File: src/rtl/mc_cpu_core.sv
// Multicycle MIPS-subset core: shared instruction/data memory with a ready handshake, an illegal-opcode trap and run/step debug control.
// Define PERF_CNT_EN to build the cycle and retired-instruction counters, which are readable through dbg_csr.
module mc_cpu_core #(
  parameter int          ADDR_W   = 8,
  parameter logic [31:0] RESET_PC = 32'h0000_0000,
  parameter int          NREG     = 32
) (
  input  logic              clk,
  input  logic              rst,
  input  logic              run,
  input  logic              step,
  output logic              mem_req,
  output logic              mem_we,
  output logic [ADDR_W-1:0] mem_addr,
  output logic [31:0]       mem_wdata,
  input  logic [31:0]       mem_rdata,
  input  logic              mem_ready,
  input  logic [4:0]        dbg_raddr,
  input  logic              dbg_csr,
  output logic [31:0]       dbg_rdata,
  output logic [31:0]       pc,
  output logic [31:0]       ir,
  output logic              halted,
  output logic              trap,
  output logic              retire
);

  localparam int RW = $clog2(NREG);
  localparam logic [RW-1:0] LINK_REG = RW'(NREG - 1);

  typedef enum logic [2:0] {
    S_IDLE, S_FETCH, S_DECODE, S_EXEC, S_MEM, S_WB, S_TRAP
  } state_t;

  state_t      state_q;
  logic [31:0] pc_q, ir_q, a_q, b_q, aluOut_q, mdr_q;
  logic        stepMode_q, trap_q, retire_q;
  logic [31:0] regs_q [NREG];

  logic [5:0]    opcode, funct;
  logic [RW-1:0] rsIdx, rtIdx, rdIdx, wbIdx;
  logic [31:0]   immS, immZ, opB, aluRes, brTarget, jTarget, wbData;
  logic          legal, isAluR, isJr, isImm, isLw, isSw, isBeq, isBne, isJ, isJal;
  state_t        doneNext;

  assign opcode   = ir_q[31:26];
  assign funct    = ir_q[5:0];
  assign rsIdx    = ir_q[21 +: RW];
  assign rtIdx    = ir_q[16 +: RW];
  assign rdIdx    = ir_q[11 +: RW];
  assign immS     = {{16{ir_q[15]}}, ir_q[15:0]};
  assign immZ     = {16'h0000, ir_q[15:0]};
  assign brTarget = pc_q + {immS[29:0], 2'b00};
  assign jTarget  = {pc_q[31:28], ir_q[25:0], 2'b00};
  assign wbIdx    = (isLw || isImm) ? rtIdx : rdIdx;
  assign wbData   = isLw ? mdr_q : aluOut_q;
  assign doneNext = (run && !stepMode_q) ? S_FETCH : S_IDLE;

  always_comb begin
    legal  = 1'b1;
    isAluR = 1'b0;
    isJr   = 1'b0;
    isImm  = 1'b0;
    isLw   = 1'b0;
    isSw   = 1'b0;
    isBeq  = 1'b0;
    isBne  = 1'b0;
    isJ    = 1'b0;
    isJal  = 1'b0;
    case (opcode)
      6'h00: begin
        case (funct)
          6'h20, 6'h22, 6'h24, 6'h25, 6'h2A: isAluR = 1'b1;
          6'h08:                             isJr   = 1'b1;
          default:                           legal  = 1'b0;
        endcase
      end
      6'h08, 6'h0A, 6'h0C, 6'h0D: isImm = 1'b1;
      6'h23:   isLw  = 1'b1;
      6'h2B:   isSw  = 1'b1;
      6'h04:   isBeq = 1'b1;
      6'h05:   isBne = 1'b1;
      6'h02:   isJ   = 1'b1;
      6'h03:   isJal = 1'b1;
      default: legal = 1'b0;
    endcase
  end

  // andi/ori zero-extend; every other immediate user (addi, slti, lw, sw) sign-extends.
  always_comb begin
    opB = b_q;
    if (isImm) begin
      opB = (opcode == 6'h0C || opcode == 6'h0D) ? immZ : immS;
    end else if (isLw || isSw) begin
      opB = immS;
    end
    aluRes = a_q + opB;
    if (isAluR) begin
      case (funct)
        6'h22:   aluRes = a_q - opB;
        6'h24:   aluRes = a_q & opB;
        6'h25:   aluRes = a_q | opB;
        6'h2A:   aluRes = {31'd0, $signed(a_q) < $signed(opB)};
        default: aluRes = a_q + opB;
      endcase
    end else if (isImm) begin
      case (opcode)
        6'h0A:   aluRes = {31'd0, $signed(a_q) < $signed(opB)};
        6'h0C:   aluRes = a_q & opB;
        6'h0D:   aluRes = a_q | opB;
        default: aluRes = a_q + opB;
      endcase
    end
  end

  // Main sequencer. pc is advanced in FETCH, so all later targets are relative to PC+4.
  always_ff @(posedge clk) begin
    if (rst) begin
      state_q    <= S_IDLE;
      pc_q       <= RESET_PC;
      ir_q       <= '0;
      a_q        <= '0;
      b_q        <= '0;
      aluOut_q   <= '0;
      mdr_q      <= '0;
      stepMode_q <= 1'b0;
      trap_q     <= 1'b0;
      retire_q   <= 1'b0;
      for (int i = 0; i < NREG; i++) regs_q[i] <= '0;
    end else begin
      retire_q <= 1'b0;
      case (state_q)
        S_IDLE: begin
          if (run || step) begin
            state_q    <= S_FETCH;
            stepMode_q <= !run;
          end
        end
        S_FETCH: begin
          if (mem_ready) begin
            ir_q    <= mem_rdata;
            pc_q    <= pc_q + 32'd4;
            state_q <= S_DECODE;
          end
        end
        S_DECODE: begin
          a_q <= regs_q[rsIdx];
          b_q <= regs_q[rtIdx];
          if (!legal) begin
            trap_q  <= 1'b1;
            state_q <= S_TRAP;
          end else if (isJ || isJal) begin
            pc_q <= jTarget;
            if (isJal) regs_q[LINK_REG] <= pc_q;
            retire_q <= 1'b1;
            state_q  <= doneNext;
          end else begin
            state_q <= S_EXEC;
          end
        end
        S_EXEC: begin
          aluOut_q <= aluRes;
          if (isBeq || isBne || isJr) begin
            if (isJr) pc_q <= a_q;
            else if ((a_q == b_q) == isBeq) pc_q <= brTarget;
            retire_q <= 1'b1;
            state_q  <= doneNext;
          end else if (isLw || isSw) begin
            state_q <= S_MEM;
          end else begin
            state_q <= S_WB;
          end
        end
        S_MEM: begin
          if (mem_ready) begin
            if (isSw) begin
              retire_q <= 1'b1;
              state_q  <= doneNext;
            end else begin
              mdr_q   <= mem_rdata;
              state_q <= S_WB;
            end
          end
        end
        S_WB: begin
          if (wbIdx != '0) regs_q[wbIdx] <= wbData;
          retire_q <= 1'b1;
          state_q  <= doneNext;
        end
        S_TRAP:  state_q <= S_TRAP;
        default: state_q <= S_IDLE;
      endcase
    end
  end

  // Memory outputs decode from registers that stay frozen while a request waits for mem_ready.
  assign mem_req   = (state_q == S_FETCH) || (state_q == S_MEM);
  assign mem_we    = (state_q == S_MEM) && isSw;
  assign mem_addr  = (state_q == S_MEM) ? aluOut_q[ADDR_W+1:2] : pc_q[ADDR_W+1:2];
  assign mem_wdata = b_q;
  assign halted    = (state_q == S_IDLE) || (state_q == S_TRAP);
  assign pc        = pc_q;
  assign ir        = ir_q;
  assign trap      = trap_q;
  assign retire    = retire_q;

`ifdef PERF_CNT_EN
  logic [31:0] cycCnt_q, retCnt_q;

  always_ff @(posedge clk) begin
    if (rst) begin
      cycCnt_q <= '0;
      retCnt_q <= '0;
    end else begin
      if (!halted) cycCnt_q <= cycCnt_q + 32'd1;
      if (retire_q) retCnt_q <= retCnt_q + 32'd1;
    end
  end
`endif

  always_comb begin
    dbg_rdata = regs_q[dbg_raddr[RW-1:0]];
    if (dbg_csr) begin
`ifdef PERF_CNT_EN
      dbg_rdata = dbg_raddr[0] ? retCnt_q : cycCnt_q;
`else
      dbg_rdata = 32'h0;
`endif
    end
  end

endmodule

File: config.mk
export PLATFORM = sky130hd
export DESIGN_NAME = mc_cpu_core
export DESIGN_NICKNAME = d
export VERILOG_FILES = /design/src/rtl/mc_cpu_core.sv
export SDC_FILE = /design/constraint.sdc
export NUM_CORES = 2
export LEC_CHECK = 0
export CAP_MARGIN = 0
export CELL_PAD_IN_SITES_DETAIL_PLACEMENT = 0
export CELL_PAD_IN_SITES_GLOBAL_PLACEMENT = 1
export CORE_ASPECT_RATIO = 0.9
export CORE_UTILIZATION = 45
export DETAILED_ROUTE_END_ITERATION = 10
export PLACE_DENSITY_LB_ADDON = 0.15
export RECOVER_POWER = 50
export SYNTH_ARGS = -nofsm -noshare
export SYNTH_HDL_FRONTEND = slang
export SYNTH_SLANG_ARGS = --single-unit
File: constraint.sdc
create_clock -name clk -period 5.7 [get_ports clk]
set_clock_uncertainty 0.2 [all_clocks]
set_input_delay 1.14 -clock clk [delete_from_list [all_inputs] [get_ports clk]]
set_output_delay 1.14 -clock clk [all_outputs]
set_load 0.05 [all_outputs]
-- Word level (Yosys, flattened, before mapping)
Memories as Yosys holds them, arrays and structs flattened. A register that Yosys moved wholly into a read port is not among the register bits.
Cells that the tools add are included.
- register bits: 134
- input bits: 43
- memories kept: 1
- word-level logic and storage cells: 145
- RAM bits: 1024
- output and inout bits: 141
- memories (name ; depth ; width ; read ports ; clocked after Yosys merged registers in ; write ports ; line ; source):
    regs_q ; 32 ; 32 ; 3 ; 2 ; 32 ; 38 ; logic [31:0] regs_q [NREG];
- eq/ne operators: 31
- $lt $le $gt $ge: 1
- reduce and logical (&&, ||, !) cells: 30
- multiplexer cells: 63
- add/subtract/negate cells: 4
- bitwise operators: 6
- operators by type and width (kind ; number):
    2-to-1 mux 32 bit ; 13
    one-hot mux 32 bit (3 select lines) ; 2
    one-hot mux 32 bit (4 select lines) ; 1
    adder 32 bit ; 2
    2-to-1 mux 28 bit ; 2
    equality test 6 bit (second input constant) ; 7
    adder 32 x 3 -> 32 bit (second input constant) ; 1
    bitwise AND 32 bit ; 1
    equality test 32 bit ; 1
    < comparator 32 bit ; 1
    2-to-1 mux 1 bit ; 32
    OR 32 bit ; 1
    OR reduction 32 bit ; 1
    subtractor 32 bit ; 1
    equality test 6 x 4 -> 1 bit (second input constant) ; 5
    one-hot mux 3 bit (7 select lines) ; 1
    2-to-1 mux 3 bit ; 6
    equality test 6 x 2 -> 1 bit (second input constant) ; 2
    equality test 6 x 3 -> 1 bit (second input constant) ; 2
    inequality test 2 bit (second input constant) ; 6
    2-to-1 mux 5 bit ; 2
    OR reduction 10 bit ; 1
    equality test 3 bit (second input constant) ; 3
    logical OR 1 bit ; 9
    24 further kinds ; 32

-- Longest topological paths before layout
- word-level depth: 12
- depth in mapped cells: 21
- depth with buffers taken out: 17

-- Worst setup path after synthesis
No wires, ideal clock.
- path type: register to register
- from: register ir_q[28], in the netlist ir[28]
- to: register aluOut_q[30]
- period minus slack after synthesis: 5051 ps
- arrival time: 4733 ps
- setup slack: 649 ps
- stages on the path, launching flop included: 19
- setup time: 117 ps
- path through: dfxtp_1 > buf_2 > mux2i_1 > nand3b_1 > a21oi_1 > clkbuf_1 > mux2_2 > ha_1 > fa_1 > nand2_1 > a21oi_1 > o21ai_2 > a21oi_2 > o41ai_2 > a21oi_2 > nor2_1 > o31ai_1 > a221o_1 > a32o_1
- longest elaborated chain between the ends: 9
- RTL lines (element ; line ; source):
    from (decl) ; 36 ; logic [31:0] pc_q, ir_q, a_q, b_q, aluOut_q, mdr_q;
    from (signal assigned) ; 141 ; ir_q <= mem_rdata;
    equality test 6 bit ; 70 ; case (opcode)
    2-to-1 mux 1 bit ; 70 ;
    logical OR 1 bit ; 94 ; end else if (isLw || isSw) begin
    2-to-1 mux 32 bit ; 94 ;
    2-to-1 mux 32 bit ; 92 ; if (isImm) begin
    adder 32 bit, or another cell as far along ; 97, 104, 111 ;
    one-hot mux 32 bit (3 select lines) ; 107 ; case (opcode)
    2-to-1 mux 32 bit ; 106 ; end else if (isImm) begin
    2-to-1 mux 32 bit * ; 98 ; if (isAluR) begin
    to (signal assigned) ; 162 ; aluOut_q <= aluRes;
    to (decl) ; 36 ;
Mark *: on every way between the ends. The rest lies on a longest branch, timed or not.
A chain may end at the register's enable or synchronous reset.

==> summary.md <==
| Metric | Value |
|---|---|
| Outcome | finished, violations left |
| Failing checks | DRC, capacitance limit, slew limit |
| Grt ovf | 0 |
| Max-Cap Viols | 26 |
| Area leader, netlist | edfxtp_1 |
| Mux share of post-synthesis cell area | a little under a third |
| Worst-Margin Slew | ~3.5 ns |
| Yosys top cell area share | about two fifths |
| CP bufs+invs | 2 |
| Critical Path Sink Type | flip-flop |
| Fin crit share | ~99% |
| Worst path max stage delay | roughly 2.6 ns |
| Simple-gate portion of the synthesized area | under 10% |
| Crit path from | rst |
| Post-synthesis instance area | between 70000 and 80000 um^2 |
| Post-DRT Antenna Nets | 0 |
| Chip width | 436.4 um |
| Final Setup Violations | 0 |
| WP depth | 2 |
| Vias in the first global route | 54200 |
| Die H | between 300 and 400 um |
| Achievable Freq | between 150 and 200 MHz |
| Crit-path max FO | 39 |
| Share of cells above drive strength 1 | between 20% and 30% |
| GP Congestion | between 0.9 and 1 |
| CTS buffer count | between 100 and 150 |
| Largest family of logic cells by synthesized area | multiplexers |
| Initial antenna violation count | 13 |
| CP max stage cell | clkbuf_1 |
| Pre-CTS WS | roughly 0.42 ns |
| Clk_lat worst skew | around 0.8 ns |
| CTS root buf | clkbuf_16 |
| Post-synth EDFFs | 1024 |
| Slew headroom | -134.0% |
| PD cells | slightly below 400 nW/um^2 |
| Sequential area share after synthesis | 45.42% |
| Die area | about 170000 um^2 |
| R2r startpoint | ir[28] |
| Crit-path cells | clkbuf_1, clkbuf_1 |
| HP Class | flip-flop to flip-flop |
| H-tree Lvls | 4 |
| Hold-fix buffers, CTS | 0 |
| Buffers on Ports | around 180 |
| Most used cell, CP | clkbuf_1 |
| Post-CTS Resized | 0 |
| Area share of fa/ha/maj cells after synthesis | between 2 and 2.5% |
| Commonest non-fill, non-tap cells in the layout | 1245 x nor2_1, 1024 x edfxtp_1, 960 x mux4_2 |
| Worst-case clock buffer depth | 3 |
| Setup ws final | ~0.033 ns |
| Post-route minimum period | 5.667 ns |
| First-pass GRT wire length | ~430000 um |
| Post-route DRC | 2 |
| CTS tree | yes |
| YS warnings | 0 |
| Post-CTS setup buffers | 0 |
| Static leakage | 0.02781 uW |
| Register bit total from synthesis | 1222 |
| Critical path arrival | about 5.8 ns |
| Initial drt markers | ~8400 |
| Total track usage | 35.56% |
| Ys async rst share | 0% |
| DR vias | 57110 |
| Via/cell ratio | slightly below 7 |
| Area Overhead vs Synth | 12.67% |
| Setup TNS | 0 ns |
| Detail Placement HPWL | 194000 um |
| Clock sink count | between 1000 and 1500 |
| Hold Fails Final Rpt | 0 |
| Pin count of the biggest net entering global routing | about 150 |
| Syn Area/Cell | 12.80 um^2 |
| Most common cell after layout, fill and taps aside | nor2_1 |
| Critical Path Source Type | input pin |
| Starting density of the core | ~45% |
| CP endpoint | regs_q[0][26] |
| Top-Level Pins | 184 |
| Max-slew violation count | 866 |
| Fin nets | 6157 |
| Core area | 168700 um^2 |
| WL per Instance | approximately 37 um |
| Post-synthesis cell type count | 97 |
| Peak VDD IR | roughly 0.33 mV |
| Final WL | around 310000 um |
| Post-synthesis compound-gate area fraction | under 10% |
| Reg2Reg Depth | 17 |
| Cell family with most CP delay | buffers and inverters |
| R2R setup slack | ~0.33 ns |
| Worst EP required | slightly below 6 ns |
| WS Path Type | input pin to flip-flop |
| Mapped Cells | 5968 |
| Top FF cell, synth | edfxtp_1 |
| RSZ-0062 raised after global routing | no |
| Post-synthesis xor/xnor area fraction | roughly 1.3% |
| FF-to-FF End | aluOut_q[31] |
| Synth area leaders | edfxtp_1 40%, mux4_2 28%, nor2_1 6.1% |
| Clock transition at path regs | ~0.050 ns |
| Drt pass-1 iters | 9 |
| # rows | around 140 |
==> final cells by class <==
cell class                      count  area, um^2
Fill cell                       14440       82620
Multi-Input combinational cell   4068       39560
Tap cell                         2247        2811
Antenna cell                        3       7.507
Inverter                          115       432.9
Sequential cell                  1222       34750
Timing Repair Buffer              434        4036
Clock inverter                     64       623.1
Clock buffer                      196        3890
==> how the worst min path moves through the flow <==
stage / start / to / cells after the start
after global routing: mdr_q[18] / mdr_q[18] / 2
after global placement: trap / trap / 2
after CTS: trap / trap / 2
final: trap / trap / 2
after floorplan: aluOut_q[14] / aluOut_q[14] / 2
after detailed placement: trap / trap / 2
==> power by group <==
part           total (uW)  switching [uW]  leakage [uW]  internal [uW]
clock network        9060            3970       0.00220           5090
registers           11400            1140        0.0122          10200
logic               12800            7950        0.0134           4840
==> logic make-up (layout without fill, tap and decap cells) <==
kind of cell    Yosys count  in the layout
xor+xnor                117            117
compound gates          802            802
other cells               1             35
simple gates           1865           1865
flops                  1222           1222
buf+inv                 709            809
fa+ha+maj               130            130
mux                    1122           1122
==> worst min-delay path: cells and delay by family (launching register included) <==
kind | cells | cell delay [ns]
flops | 1 | 0.32
simple gates | 1 | 0.07
compound gates | 1 | 0.04
==> Yosys cell counts, types with 72 or more instances <==
master	number
buf_1	72
mux4_2	960
a211oi_1	103
a21oi_1	238
mux2i_1	142
nand2_1	377
dfxtp_1	198
edfxtp_1	1024
ha_1	127
buf_2	84
o21ai_0	136
nor2_1	1251
clkbuf_1	429
inv_1	111
==> sequential cells by signal (all words and copies together) (netlist names) <==
name and cells:
mem_wdata 32, aluOut_q 32, mdr_q 32, a_q 32, stepMode_q 1, regs_q 1024
pc 32, ir 32, retire 1, state_q 3, trap 1
==> through the flow <==
step / cell area [um^2] / hold slack, ns / instances / total power [uW] / util, %
floorplan: 76540 / 0.2244 / 5999 / 19370 / -
global placement: 82010 / 0.2589 / 8086 / 24130 / 48.61
detailed placement: 82010 / 0.2621 / 8086 / 24120 / 48.61
CTS: 86520 / 0.2745 / 8346 / 33120 / 51.28
global route: 86100 / 0.3093 / 8346 / 34310 / 51.03
finish: 86110 / 0.2672 / 8349 / 33210 / 51.03
==> metal layers <==
metal	wire length [um]	share of wire (%)	GRT usage, %
met1	114600	37	47.65
met2	140300	46	54.90
met3	38430	13	9.898
met4	13910	4.5	14.07
met5	20	0.0065	0
Power figures use the tool's default switching activity.
